`src/rtl/axis_rr_arbiter.sv`:
```
// Round-robin arbiter sharing one AXIS master port between NUM_S AXIS slaves.
// A grant is held until the packet ends (tlast or beat limit); the data path
// is combinational while granted and each grant costs one idle cycle.
module axis_rr_arbiter #(
    parameter int unsigned NUM_S              = 4,
    parameter int unsigned C_AXIS_TDATA_WIDTH = 32,
    parameter int unsigned TLAST_EN           = 1,
    parameter int unsigned TSTRB_EN           = 0,
    parameter int unsigned MAX_BEATS          = 0,
    parameter int unsigned IDX_W              = $clog2(NUM_S)
) (
    input  logic                                  axis_aclk,
    input  logic                                  axis_areset,
    input  logic [NUM_S-1:0]                      s00_axis_tvalid,
    output logic [NUM_S-1:0]                      s00_axis_tready,
    input  logic [NUM_S-1:0]                      s00_axis_tlast,
    input  logic [NUM_S*C_AXIS_TDATA_WIDTH-1:0]   s00_axis_tdata,
    input  logic [NUM_S*C_AXIS_TDATA_WIDTH/8-1:0] s00_axis_tstrb,
    output logic                                  m00_axis_tvalid,
    input  logic                                  m00_axis_tready,
    output logic                                  m00_axis_tlast,
    output logic [C_AXIS_TDATA_WIDTH-1:0]         m00_axis_tdata,
    output logic [C_AXIS_TDATA_WIDTH/8-1:0]       m00_axis_tstrb,
    output logic                                  grant_valid,
    output logic [IDX_W-1:0]                      grant_idx
);

    localparam int unsigned DW    = C_AXIS_TDATA_WIDTH;
    localparam int unsigned SW    = C_AXIS_TDATA_WIDTH / 8;
    localparam int unsigned CNT_W = (MAX_BEATS == 0) ? 1 : $clog2(MAX_BEATS + 1);

    localparam logic [CNT_W-1:0] CNT_MAX   = '1;
    localparam logic [CNT_W-1:0] BEAT_LAST = CNT_W'((MAX_BEATS == 0) ? 0 : MAX_BEATS - 1);
    localparam logic [IDX_W-1:0] LAST_RST  = IDX_W'(NUM_S - 1);

    typedef enum logic {
        ST_IDLE,
        ST_GRANT
    } state_t;

    state_t           state_q, state_d;
    logic [IDX_W-1:0] grant_idx_q, grant_idx_d;
    logic [IDX_W-1:0] last_idx_q, last_idx_d;
    logic [CNT_W-1:0] beat_cnt_q, beat_cnt_d;
    logic             grant_valid_q, grant_valid_d;

    logic             pick_found;
    logic [IDX_W-1:0] pick_idx;
    logic             g_valid;
    logic             g_last;
    logic [DW-1:0]    g_data;
    logic [SW-1:0]    g_strb;
    logic             granted;
    logic             xfer;
    logic             end_beat;

    // Search requesters starting just after the last granted index
    always_comb begin
        int unsigned cand;
        cand       = 0;
        pick_found = 1'b0;
        pick_idx   = last_idx_q;
        for (int unsigned k = 1; k <= NUM_S; k++) begin
            cand = (32'(last_idx_q) + k) % NUM_S;
            if (!pick_found && s00_axis_tvalid[IDX_W'(cand)]) begin
                pick_found = 1'b1;
                pick_idx   = IDX_W'(cand);
            end
        end
    end

    // Select the granted slave's signals and steer master ready back to it
    always_comb begin
        g_valid         = 1'b0;
        g_last          = 1'b0;
        g_data          = '0;
        g_strb          = '0;
        s00_axis_tready = '0;
        for (int unsigned i = 0; i < NUM_S; i++) begin
            if (grant_idx_q == IDX_W'(i)) begin
                g_valid            = s00_axis_tvalid[i];
                g_last             = s00_axis_tlast[i];
                g_data             = s00_axis_tdata[i*DW +: DW];
                g_strb             = s00_axis_tstrb[i*SW +: SW];
                s00_axis_tready[i] = granted & m00_axis_tready;
            end
        end
    end

    assign granted  = (state_q == ST_GRANT);
    assign xfer     = granted & g_valid & m00_axis_tready;
    assign end_beat = xfer & (((TLAST_EN != 0) & g_last) |
                              ((MAX_BEATS != 0) & (beat_cnt_q == BEAT_LAST)));

    // Master port: valid depends only on state and slave valid
    assign m00_axis_tvalid = granted & g_valid;
    assign m00_axis_tdata  = g_data;
    assign m00_axis_tstrb  = (TSTRB_EN != 0) ? g_strb : '1;
    assign m00_axis_tlast  = (TLAST_EN != 0) & g_last;
    assign grant_valid     = grant_valid_q;
    assign grant_idx       = grant_idx_q;

    // Next-state: arbitrate in IDLE, count beats and release in GRANT
    always_comb begin
        state_d     = state_q;
        grant_idx_d = grant_idx_q;
        last_idx_d  = last_idx_q;
        beat_cnt_d  = beat_cnt_q;
        case (state_q)
            ST_IDLE: begin
                if (pick_found) begin
                    state_d     = ST_GRANT;
                    grant_idx_d = pick_idx;
                    last_idx_d  = pick_idx;
                    beat_cnt_d  = '0;
                end
            end
            ST_GRANT: begin
                if (xfer && (beat_cnt_q != CNT_MAX)) begin
                    beat_cnt_d = beat_cnt_q + CNT_W'(1);
                end
                if (end_beat) begin
                    state_d = ST_IDLE;
                end
            end
            default: state_d = ST_IDLE;
        endcase
        grant_valid_d = (state_d == ST_GRANT);
    end

    // State and pointer registers
    always_ff @(posedge axis_aclk or posedge axis_areset) begin
        if (axis_areset) begin
            state_q       <= ST_IDLE;
            grant_idx_q   <= '0;
            last_idx_q    <= LAST_RST;
            beat_cnt_q    <= '0;
            grant_valid_q <= 1'b0;
        end else begin
            state_q       <= state_d;
            grant_idx_q   <= grant_idx_d;
            last_idx_q    <= last_idx_d;
            beat_cnt_q    <= beat_cnt_d;
            grant_valid_q <= grant_valid_d;
        end
    end

endmodule

```
`config.mk`:
```
export PLATFORM = sky130hd
export DESIGN_NAME = axis_rr_arbiter
export DESIGN_NICKNAME = d
export VERILOG_FILES = /design/src/rtl/axis_rr_arbiter.sv
export SDC_FILE = /design/constraint.sdc
export NUM_CORES = 1
export LEC_CHECK = 0
export CORE_MARGIN = 5
export CORE_UTILIZATION = 20
export DETAILED_ROUTE_END_ITERATION = 10
export PLACE_DENSITY = 0.78
export SYNTH_ARGS = -nofsm -noshare
export SYNTH_HDL_FRONTEND = slang
export SYNTH_SLANG_ARGS = --single-unit
```
`constraint.sdc`:
```
create_clock -name axis_aclk -period 1.4 [get_ports axis_aclk]
set_input_delay 0.21 -clock axis_aclk [delete_from_list [all_inputs] [get_ports axis_aclk]]
set_output_delay 0.21 -clock axis_aclk [all_outputs]
set_load 0.03 [all_outputs]
```
==> Word-level counts from Yosys, hierarchy flattened <==
Index checks and enable logic that the tools add are counted.
{ "word_totals": {"ff_bits": 5, "out_inout_bits": 45, "word_cells": 62} }
{ "classes": {"addsub": 4, "magnitude_cmp": 4, "n_eq_ne": 3, "mux": 35, "bitwise": 5, "reduce_logical": 8} }
{ "op_table": {"columns": ["op", "n"], "rows": [
  ["$mux W32", 4],
  ["$mux W1", 22],
  ["$lt A2 B3 Y1 const B", 4],
  ["$bmux W1 S2", 4],
  ["$mux W2", 4],
  ["$add A2 B1 Y2 const B", 2],
  ["$add A2 B2 Y2 const B", 2],
  ["$and A1 B1 Y1", 4],
  ["$eq A2 B2 Y1 const B", 2],
  ["$logic_and A1 B1 Y1", 3],
  ["$logic_not A1 Y1", 3],
  ["$eq A2 B1 Y1 const B", 1],
  ["$logic_not A2 Y1", 1],
  ["$pmux W1 S2", 1],
  ["$reduce_and A2 Y1", 1],
  ["$not A1 Y1", 1]
]} }

==> Longest topological paths before layout <==
{ "depth": {"ltp_word": 15, "ltp_mapped": 4} }

==> Worst setup path after synthesis <==
OpenSTA, ideal clock, no wires.
{ "synth_path": {"kind": "flip-flop to flip-flop", "startpoint": "register grant_idx_q[0] (netlist: grant_idx[0])", "endpoint": "register grant_valid_q (netlist: grant_valid)", "setup_time_ns": 0.172, "arrival_time_ns": 1.558, "slack_ns": -0.330, "path_stages_with_launch": 5, "synth_period_minus_slack_ns": 1.730, "path_cell_list": "dfrtp_1 -> buf_2 -> nand2_1 -> o22ai_1 -> a22oi_1"} }
{ "synth_between": {"elab_chain_len": 10} }
{ "synth_lines": {"columns": ["item", "line", "text"], "rows": [
  ["from (decl)", "42", "logic [IDX_W-1:0] grant_idx_q, grant_idx_d;"],
  ["from (signal assigned)", "141", "grant_idx_q <= grant_idx_d;"],
  ["$logic_not A2 Y1", "80", "if (grant_idx_q == IDX_W'(i)) begin"],
  ["$mux W1 (3 in series)", "80", null],
  ["$mux W1 *", "80", null],
  ["$and A1 B1 Y1 *", null, null],
  ["via m00_axis_tvalid", "19", "output logic m00_axis_tvalid,"],
  ["$and A1 B1 Y1 *", "91", "assign xfer = granted & g_valid & m00_axis_tready;"],
  ["$and A1 B1 Y1 *", "92", "assign end_beat = xfer & (((TLAST_EN != 0) & g_last) |"],
  ["$mux W1 *", "122", "if (end_beat) begin"],
  ["$pmux W1 S2 *", "109", "case (state_q)"],
  ["via grant_valid_d", "45", "logic grant_valid_q, grant_valid_d;"],
  ["to (signal assigned)", "144", "grant_valid_q <= grant_valid_d;"],
  ["to (decl)", "45", null]
]} }
The timed path passes the listed nets; every way through them passes the cells marked *.
A chain may end at the register's enable or synchronous reset.

==> Final worst setup path <==
{ "layout_path": {"startpoint": "register grant_idx_q[0] (netlist: grant_idx[0])", "endpoint": "output port m00_axis_tdata[15]"} }
{ "layout_between": {"elab_chain_len": 5} }
{ "layout_lines": {"columns": ["item", "line", "text"], "rows": [
  ["$logic_not A2 Y1", "80", null],
  ["$mux W32 (3 in series)", "80", null],
  ["$mux W32 *", "80", null],
  ["to (decl)", "22", "output logic [C_AXIS_TDATA_WIDTH-1:0] m00_axis_tdata,"]
]} }
Mark *: on every way between the ends. The rest lies on a longest branch, timed or not.

==> out/metrics.yaml <==
fin_crit_sh: 1.32
rsz0062_at_grt: "yes"
synthTopCellsByCount: "mux4_2 (32), buf_4 (7), mux2i_1 (6)"
synth-seq-cells: 5
async_flop_share: 1.00
synthFlopType: "dfrtp_1"
period_needed_ns: 1.84
dr_wl_met2_um: 3710
synth_edf_count: 0
cts_tree: "done"
clk_transition_reported_paths_ns: 0.04
worst_setup_path_start_kind: "flop"
io_buffers: 179
antenna_left: 0
via_per_inst: 4.74
timing.fmax_ghz: 0.543
h-tree-depth: 1
n_antenna_cell: 0
synth_cell_type_count: 27
place.gp.congestion: 0.764
yosysTopAreaCellShare: 0.594
peakVddDrop_mv: 1.23
critPathArrivalTime_ns: 1.63
grt_max_degree: 25
cts_sinks: 5
initialDrtViolationCount: 34
crit_type: "flop to output port"
totalWireLength_um: 6940
cts_buffers: 3
required_ns: 1.19
worstHoldPathType: "primary input to asynchronous set/reset pin"
syn_area_per_cell_um2: 13.8
area_growth_pct: 188
placedCellCount: 351
skew_ns: 0.00217
fill_cells: 487
setup_violations: 41
grt_pass1_wl_um: 9180
ctsRootBufferMaster: "clkbuf_8"
grt.total_usage: 0.153
hold_viol: 0
synthCells: 88
wl_met3_um: 835
synth_seq_area_share: 0.105
drive_gt1_frac: 0.437
grt_pass1_vias: 1827
grt_overflow: 0
power_leakage_nw: 1.40
die_w_um: 87.9
insertion_delay_ns: 0.22
start_util: 0.205
fin_tns_setup_ns: -14.19
synth_area_um2: 1210
worst_slack_ns: -0.443
synthTopCellsByArea: "mux4_2 (59%), dfrtp_1 (6.2%), mux2i_1 (4.9%)"
wl_per_cell_um: 18.9
yosys_warnings: 0
fin_nets: 449
first_pass_iters: 4
p_per_area_nw_per_um2: 1780
yosysMostFrequentCell: "mux4_2"
antenna_found_initial: 0
fin_cells: 368
cap_violations: 0
status: "complete, but fails checks"
failed_checks: "setup timing"
hpwl_um: 5690
die_h_um: 87.9
critPathMaxFanout: 5
fp.coreArea_um2: 5920
rows: 28
wl_met1_um: 2270
io_pins: 200
synth_area_leader_cell: "mux4_2"
cts.path.max_buffers: 2
dp_slack_ns: -0.562
slew_violations: 0
crit_path_end_kind: "output port"
drc: 0
die-area_um2: 7730
fin_total_pwr_w: 0.00623
top_layer_used: "met4"
num_vias: 1744
==> report_power, final <==
| part | leakage (nW) | total, W | switching [W] | internal [W] |
|---|---|---|---|---|
| sequential | 0.0515 | 0.000385 | 0.000144 | 0.000241 |
| clock | 0.0228 | 0.000272 | 0.0000759 | 0.000196 |
| combinational | 1.32 | 0.00557 | 0.00263 | 0.00294 |
| total | 1.40 | 0.00623 | 0.00285 | 0.00338 |
==> layout by cell type, fill, tap and decap left out, types with 3 or more instances in the layout <==
cell type / synthesis / routed
dlymetal6s2s_1: 0 / 3
clkbuf_8: 0 / 3
buf_6: 1 / 33
nor2_4: 0 / 4
mux2i_1: 6 / 3
buf_12: 2 / 4
inv_1: 4 / 4
clkdlybuf4s50_1: 0 / 135
buf_2: 2 / 9
dfrtp_2: 0 / 3
mux4_2: 32 / 32
buf_4: 7 / 21
buf_8: 0 / 3
conb_1: 1 / 4
==> logic make-up after synthesis <==
kind of cell / Yosys count / synth area share
buf+inv: 16 / 0.106
flops: 5 / 0.105
compound gates: 14 / 0.0794
other cells: 1 / 0.00309
simple gates: 14 / 0.0629
mux: 38 / 0.643
==> final timing paths <==
check / startpoint / endpoint / slack, ns / cells after the start
max: grant_idx[0]$_DFFE_PP0P_ / m00_axis_tdata[15] / -0.44 / 4
min: axis_areset / grant_idx[0]$_DFFE_PP0P_ / 0.20 / 2
max reg2reg: grant_idx[0]$_DFFE_PP0P_ / grant_valid$_DFF_PP0_ / -0.16 / 6
min reg2reg: last_idx_q[1]$_DFFE_PP1P_ / last_idx_q[1]$_DFFE_PP1P_ / 0.56 / 2
max in group asynchronous: axis_areset / last_idx_q[1]$_DFFE_PP1P_ / 0.95 / 2
min in group axis_aclk: s00_axis_tvalid[1] / last_idx_q[0]$_DFFE_PP1P_ / 0.50 / 4
==> worst max-delay path: stages (launching register included) <==
cell and delay (ns):
dfrtp_2 0.46, buf_4 0.15, buf_6 0.12, mux4_2 0.49, buf_4 0.18
==> metal layers <==
metal / global-route usage / up-vias
met5: 0 / -
met4: 0.0377 / 0
met3: 0.0470 / 11
met2: 0.294 / 115
met1: 0.159 / 830
li1: - / 788
==> repair_timing <==
action	CTS	global route
hold buffers	0	0
pin swaps	0	5
setup endpoints to repair	41	42
cloned	1	2
gates resized for setup	155	79
buffers inserted	7	6
==> area by class of cell <==
type,count,area (µm²),area share
multi-input combinational,70,1090,0.312
sequential,5,131,0.0376
clock buffer,4,45.0,0.0129
inverter,4,15.0,0.00429
timing repair buffer,210,2120,0.607
tap,75,93.8,0.0268
==> sequential cells by signal (all words and copies together), names as in the netlist <==
name / count
grant_idx: 2
last_idx_q: 2
grant_valid: 1
==> stage by stage <==
stage | cell area, µm² | hold WS, ns | util
floorplan | 1270 | -0.0131 | -
global placement | 3180 | 0.431 | 0.537
detailed placement | 3180 | 0.433 | 0.537
CTS | 3400 | 0.210 | 0.574
global route | 3500 | 0.241 | 0.591
finish | 3500 | 0.204 | 0.591
(Power assumes the default switching activity.)
